### src/rtl/uart_pkg.sv
// Shared UART definitions: byte type, TX arbiter state encoding and system clock rate.
package uart_pkg;

   localparam int CLK_FREQ = 50_000_000;

   typedef logic [7:0] byte_t;

   typedef enum logic {
      ARB_IDLE,
      ARB_ACTIVE
   } arb_state_t;

   function automatic int id_width(input int n);
      return (n > 1) ? $clog2(n) : 1;
   endfunction

endpackage

### src/rtl/uart_tx_arbiter_rr_pick.sv
// Combinational round-robin picker: first set request strictly after `last`, wrapping.
module rr_pick
   import uart_pkg::*;
#(
   parameter int N    = 2,
   parameter int ID_W = id_width(N)
) (
   input  logic [N-1:0]    req,
   input  logic [ID_W-1:0] last,
   output logic            found,
   output logic [ID_W-1:0] idx
);

   always_comb begin : pick
      int j;
      found = 1'b0;
      idx   = '0;
      j     = 0;
      // Walk from farthest to nearest so the nearest set bit overwrites the rest.
      for (int k = N; k >= 1; k--) begin
         j = (int'(last) + k) % N;
         if (req[ID_W'(j)]) begin
            found = 1'b1;
            idx   = ID_W'(j);
         end
      end
   end

endmodule

### src/rtl/uart_tx_arbiter.sv
// Packet-atomic round-robin arbiter sharing one UART TX serializer between NUM_REQ
// byte streams, with a stall timeout that reclaims the path from a silent grantee.
//
// state      | meaning
// -----------+-----------------------------------------------------------
// ARB_IDLE   | no grant; picks the next valid requester after last_grant
// ARB_ACTIVE | grantee's stream passed straight through to the TX module
module uart_tx_arbiter
   import uart_pkg::*;
#(
   parameter int NUM_REQ        = 2,
   parameter int TIMEOUT_CYCLES = 5_000_000,
   parameter int ID_W           = id_width(NUM_REQ)
) (
   input  logic                 clk,
   input  logic                 rst,
   input  logic [NUM_REQ*8-1:0] req_data,
   input  logic [NUM_REQ-1:0]   req_valid,
   input  logic [NUM_REQ-1:0]   req_last,
   output logic [NUM_REQ-1:0]   req_ready,
   output logic [7:0]           tx_data,
   output logic                 tx_valid,
   input  logic                 tx_ready,
   output logic [ID_W-1:0]      grant_id,
   output logic                 busy,
   output logic                 timeout_pulse
);

   localparam int CNT_W = $clog2(TIMEOUT_CYCLES);
   localparam logic [CNT_W-1:0] CNT_LAST = CNT_W'(TIMEOUT_CYCLES - 1);

   arb_state_t       state, state_nxt;
   logic [ID_W-1:0]  grant, grant_nxt;
   logic [ID_W-1:0]  last_grant, last_grant_nxt;
   logic [CNT_W-1:0] stall_cnt, stall_cnt_nxt;
   logic             timeout_nxt;

   logic             pick_found;
   logic [ID_W-1:0]  pick_idx;
   byte_t            req_bytes [NUM_REQ];

   logic             g_valid;
   logic             g_last;
   logic             g_xfer;

   for (genvar i = 0; i < NUM_REQ; i++) begin : g_unpack
      assign req_bytes[i] = req_data[8*i +: 8];
   end

   rr_pick #(
      .N    (NUM_REQ),
      .ID_W (ID_W)
   ) u_rr_pick (
      .req   (req_valid),
      .last  (last_grant),
      .found (pick_found),
      .idx   (pick_idx)
   );

   assign g_valid = req_valid[grant];
   assign g_last  = req_last[grant];
   assign g_xfer  = g_valid && tx_ready;

   always_ff @(posedge clk) begin
      if (rst) begin
         state         <= ARB_IDLE;
         grant         <= '0;
         last_grant    <= ID_W'(NUM_REQ - 1);
         stall_cnt     <= '0;
         timeout_pulse <= 1'b0;
      end else begin
         state         <= state_nxt;
         grant         <= grant_nxt;
         last_grant    <= last_grant_nxt;
         stall_cnt     <= stall_cnt_nxt;
         timeout_pulse <= timeout_nxt;
      end
   end

   always_comb begin
      state_nxt      = state;
      grant_nxt      = grant;
      last_grant_nxt = last_grant;
      stall_cnt_nxt  = stall_cnt;
      timeout_nxt    = 1'b0;
      tx_data        = '0;
      tx_valid       = 1'b0;
      req_ready      = '0;
      busy           = 1'b0;
      grant_id       = '0;

      case (state)
         ARB_IDLE: begin
            stall_cnt_nxt = '0;
            if (pick_found) begin
               grant_nxt = pick_idx;
               state_nxt = ARB_ACTIVE;
            end
         end

         ARB_ACTIVE: begin
            tx_data          = req_bytes[grant];
            tx_valid         = g_valid;
            req_ready[grant] = tx_ready;
            busy             = 1'b1;
            grant_id         = grant;

            if (g_xfer) begin
               stall_cnt_nxt = '0;
               if (g_last) begin
                  state_nxt      = ARB_IDLE;
                  last_grant_nxt = grant;
               end
            end else if (!g_valid) begin
               // Valid-but-not-ready is TX backpressure, not a stall, so only !valid counts.
               if (stall_cnt == CNT_LAST) begin
                  state_nxt      = ARB_IDLE;
                  last_grant_nxt = grant;
                  stall_cnt_nxt  = '0;
                  timeout_nxt    = 1'b1;
               end else begin
                  stall_cnt_nxt = stall_cnt + 1'b1;
               end
            end
         end

         default: state_nxt = ARB_IDLE;
      endcase
   end

endmodule
### config.mk
export PLATFORM = sky130hd
export DESIGN_NAME = uart_tx_arbiter
export DESIGN_NICKNAME = d
export VERILOG_FILES = /design/src/rtl/uart_pkg.sv /design/src/rtl/uart_tx_arbiter_rr_pick.sv /design/src/rtl/uart_tx_arbiter.sv
export SDC_FILE = /design/constraint.sdc
export NUM_CORES = 1
export LEC_CHECK = 0
export BUFFER_PORTS_ARGS = -buffer_cell sky130_fd_sc_hd__buf_2
export CORE_ASPECT_RATIO = 1.2
export CORE_UTILIZATION = 50
export DETAILED_ROUTE_END_ITERATION = 16
export MAX_ROUTING_LAYER = met4
export PLACE_DENSITY_LB_ADDON = 0.25
export SLEW_MARGIN = 15
export SYNTH_ARGS = -nofsm -noshare
export SYNTH_HDL_FRONTEND = slang
export SYNTH_HIERARCHICAL = 1
export SYNTH_SLANG_ARGS = --single-unit
### constraint.sdc
create_clock -name clk -period 2.15 [get_ports clk]
set_input_delay 0.215 -clock clk [delete_from_list [all_inputs] [get_ports clk]]
set_output_delay 0.215 -clock clk [all_outputs]
set_load 0.03 [all_outputs]
* After elaboration in Yosys (flattened, before gate mapping) *
Cells that the tools add are included.
Widths: inputs -> output; s select.

storage, ports and cells
  bits in registers = 27
  input bits = 23
  output and inout bits = 14
  logic and storage cells = 63

cells by class
  $add $sub $neg = 3
  magnitude comparators = 5
  eq/ne operators = 4
  muxes and demuxes = 37
  bitwise logic cells = 3
  reduce and logical (&&, ||, !) cells = 6

operator list
  kind                   count
  $mux 23                3
  $pmux 23 s2            1
  $mux 8                 4
  $mux 1                 26
  $add 23x1->23 const B  1
  $eq 23x23->1 const B   1
  $lt 1x3->1 const B     2
  $reduce_and 4->1       1
  $reduce_or 4->1        1
  $ne 3x2->1 const B     1
  $add 1x1->1 const B    2
  $and 2x2->2            1
  $ge 2x2->1 const B     1
  $logic_and 1x1->1      2
  $lt 1x2->1 const B     1
  $mux 2                 1
  $ne 2x1->1 const B     1
  $ne 2x2->1 const B     1
  $not 1->2              1
  $pmux 1 s2             1
  $reduce_and 2->1       1
  $reduce_bool 2->1      1
  $demux 1 s1            1
  $ge 1x1->1 const B     1
  $not 1->1              1

* Longest topological paths before layout *
  depth in word-level cells = 8
  depth in mapped cells = 8
  mapped depth without buffers = 5

* Cells and area by module *
Netlist, hierarchy kept.

modules (own cells, without submodules)
  module           times used  cells an instance  area an instance (um^2)  sequential area each (um^2)
  uart_tx_arbiter  1           200                1,691.6                  540.5
  rr_pick          1           2                  21.3                     0.0

* Worst setup path after synthesis *
Ideal clock, no wire load.

  path type = reg2reg
  start point = register stall_cnt[0]
  end point = register stall_cnt[11]
  library setup time = 0.117 ns
  arrival = 1.595 ns
  required time = 2.033 ns
  setup slack = 0.438 ns
  stages on the path, launching flop included = 8
  path buffers = 3
  clock period less this slack = 1.712 ns
  cells stage by stage = dfxtp_1 > ha_1 > clkbuf_1 > nor3b_4 > a211oi_4 > buf_6 > buf_6 > a22o_1

between the ends
  longest elaborated chain between the ends = 5
  elaborated cells between the ends (all ways) = 6
  those cells by class = add/sub: 1; eq/ne: 1; mux: 4

ends and longest elaborated chain
  what                                           line                                            text
  from (decl)                                    uart_tx_arbiter.sv:35                           logic [CNT_W-1:0] stall_cnt, stall_cnt_nxt;
  from (signal assigned)                         uart_tx_arbiter.sv:75                           stall_cnt <= stall_cnt_nxt;
  $add 23x1->23 or $eq 23x23->1 (tied branches)  uart_tx_arbiter.sv:122, uart_tx_arbiter.sv:116
  $mux 23 *                                      uart_tx_arbiter.sv:116                          if (stall_cnt == CNT_LAST) begin
  $mux 23 *                                      uart_tx_arbiter.sv:114                          end else if (!g_valid) begin
  $mux 23 *                                      uart_tx_arbiter.sv:108                          if (g_xfer) begin
  $pmux 23 s2 *                                  uart_tx_arbiter.sv:92                           case (state)

Every way passes the cells marked *; elsewhere a longest branch is shown, timed or not. The select of a mux whose other input is x is not followed.
A chain may end at the register's enable or synchronous reset.

* Worst setup path in the final report *
  start point = register stall_cnt[0]
  end point = register stall_cnt[4]

Same word-level chain as after synthesis.

==> key figures <==
Global route
  – Gr usage total: 23.9%
  – Vias in the first global route: 1613
  – Aggregate global routing overflow: 0
  – Antenna violations before repair: 0
  – First-pass GRT wire length: 6.94 mm
  – Largest net degree at the start of global routing: 15

Clock tree
  – H-tree depth: 1
  – CTS tree: done
  – CTS sink cnt: 27
  – Clock Latency Late Sink: 320 ps
  – Setup bufs post-CTS: 0
  – Worst-path clk slew: 140 ps
  – Clock buffer count from CTS: 3
  – Longest Clk Path Bufs: 2
  – CTS Root Cell: clkbuf_4
  – Cts-stage hold buffer count: 0
  – CTS resizes: 0

Timing
  – Worst slew pin tran: 427 ps
  – Setup TNS: 0 ps
  – Unrepaired setup endpoints after global routing: false
  – Clock Skew: 3.38 ps
  – Final setup viols: 0
  – Tcrit/Tclk final: 85.0%
  – Pins Over Slew Limit: 0
  – Final hold slack: 241 ps
  – Minimum clock period: 1830 ps
  – Max Clk Rate: 547 MHz
  – Final hold viol count: 0
  – Relative slew slack: 71.5%

Routing
  – Via density per instance: 5.83
  – Remaining DRCs: 0
  – Via count: 1597
  – Total iterations of the first detailed-routing run: 4
  – Routed Antenna Nets: 0
  – WL/cell: 13.9 um
  – Final WL: 3.81 mm
  – Detailed router's first-iteration violation count: 58

Floorplanning
  – Die ar.: 3660 sq um
  – I/O pin cnt: 37
  – Core area: 3170 sq um
  – Die height: 66.1 um
  – Cell Rows: 22
  – Initial Util: 54.1%
  – Die X: 55.4 um

Place
  – Dpl hpwl: 2.88 mm
  – Port Buf Inserts: 36
  – GPL Wtd Cong: 0.807
  – Placed cells: 270

Critical path
  – Arr. time, crit path: 2090 ps
  – Crit path buf inv count: 1
  – Critical path's slowest cell: a211oi_4
  – Family with the most delay on the worst path: compound AO/OA/AOI/OAI gates
  – CP startpoint kind: flop
  – Critical path data required time: 2410 ps
  – Crit-path cells: ha_1 -> nor3b_4 -> a211oi_4 -> buf_4 -> a41oi_1 -> a31oi_1
  – Setup crit end kind: flop
  – Crit path kind: flop to flop
  – CP Max Fanout: 12
  – Reg-to-reg setup timing slack: 320 ps
  – Worst path max stage delay: 370 ps

Synth
  – Post-Syn Instances: 202
  – Most frequent cell after synthesis: dfxtp_1
  – Most common library cells after synthesis: 27 x dfxtp_1, 18 x nand2_1, 13 x mux2i_1, 13 x nand3_1, 13 x nor2_1
  – Syn_area_per_cell: 8.48 sq um
  – Yosys top cell area share: 31.6%
  – Yosys warning count: 6
  – Area of the mapped netlist: 1710 sq um
  – Mapped Nets: 226
  – Most area-hungry cell type in the Yosys netlist: dfxtp_1
  – #FFs+latches synth: 27
  – Async SR Flop Fraction: 0%
  – Predominant post-synthesis flop cell: dfxtp_1
  – Post-synth EDFFs: 0
  – Distinct cells, synth: 48
  – Register area share after synthesis: 31.6%
  – Largest cells by area after synthesis: dfxtp_1 32%, mux2i_1 7.6%, nand2_1 3.9%, nand3_1 3.8%, a31oi_1 3.7%

Min path
  – Min-Delay Path Class: input port to flop

Run
  – Maxcap violations: 0

Cells and area
  – Final core occ: 61.4%
  – Layout overhead on the synthesized area: 13.5%
  – Layout cells sized above 1: 26.5%
  – N_diodes: 0
  – Final #Nets: 263
  – Final std cells w/o fill: 274

Power and ir drop
  – VDD IR max: 0.000393 V
  – Leak: 0.773 nW
  – P per Cell Area: 439 nW/um^2
  – Power, Total: 0.853 mW

Run status
  – Status: complete, no violations
path summary, 6_finish.rpt:
kind / cells after the start / to / start
max: 6 / stall_cnt[4] / stall_cnt[0]
min: 2 / grant / rst
max reg2reg: 6 / stall_cnt[4] / stall_cnt[0]
min reg2reg: 1 / stall_cnt[22] / stall_cnt[22]
placed cells by master, fill, tap and decap left out, types with 2 or more instances in the layout:
| master | count |
|---|---|
| buf_2 | 36 |
| dfxtp_1 | 27 |
| nand2_1 | 18 |
| mux2i_1 | 13 |
| nor2_1 | 13 |
| nand3_1 | 13 |
| a21oi_1 | 12 |
| a31oi_1 | 10 |
| nor2b_1 | 9 |
| and3_1 | 7 |
| nand4_1 | 7 |
| buf_4 | 6 |
| inv_1 | 5 |
| nand3b_1 | 5 |
| and2_1 | 4 |
| nand2b_1 | 4 |
| nor4b_2 | 3 |
| o21ai_1 | 3 |
| a41oi_1 | 3 |
| o21ai_0 | 3 |
| clkbuf_4 | 3 |
| mux2_2 | 2 |
| nor3b_4 | 2 |
| and4_1 | 2 |
| and4_4 | 2 |
| nor3_1 | 2 |
| a221o_1 | 2 |
| a311oi_1 | 2 |
metal layers:
layer  GRT usage [%]  wire length, um  vias up
met5               -                0        -
met4            7.81               34        0
met3            2.54               70        4
met2            42.8             1900       23
met1            28.0             1810      748
li1                -                -      822
worst reg2reg max path, cell delays in order (launching register included):
cell and delay, ps:
dfxtp_1 360, ha_1 310, nor3b_4 210, a211oi_4 370, buf_4 250, a41oi_1 120
a31oi_1 150
per-stage QoR:
step                      setup WS, ps  area [sq um]
after floorplan                    438          1710
after global placement             383          1920
after detailed placement           340          1920
after CTS                          314          1940
after global routing               163          1940
final                              323          1940
state kept, by name, summed over array words and instances (netlist names):
signal         count
timeout_pulse      1
grant              1
state              1
last_grant         1
stall_cnt         23
cells by family (layout without fill, tap and decap cells):
group | after synthesis | in the layout | share of synthesized area (%)
compound gates | 42 | 42 | 16.7
fa+ha+maj | 1 | 1 | 0.730
buf+inv | 15 | 51 | 4.89
flops | 27 | 27 | 31.6
mux | 15 | 15 | 8.91
simple gates | 102 | 102 | 37.3
power by group:
group,switching (mW),internal (mW),leakage (nW)
logic,0.0748,0.0510,0.540
clock network,0.146,0.0726,0.0150
registers,0.00508,0.504,0.218
total,0.226,0.627,0.773
cell type report:
| class | count | area, sq um |
|---|---|---|
| timing repair buffer | 42 | 225 |
| multi-input combinational | 160 | 1090 |
| clock buffer | 4 | 26.3 |
| sequential | 27 | 541 |
| fill | 285 | 1220 |
| inverter | 5 | 18.8 |
| tap | 36 | 45.0 |
(Power assumes the default switching activity.)
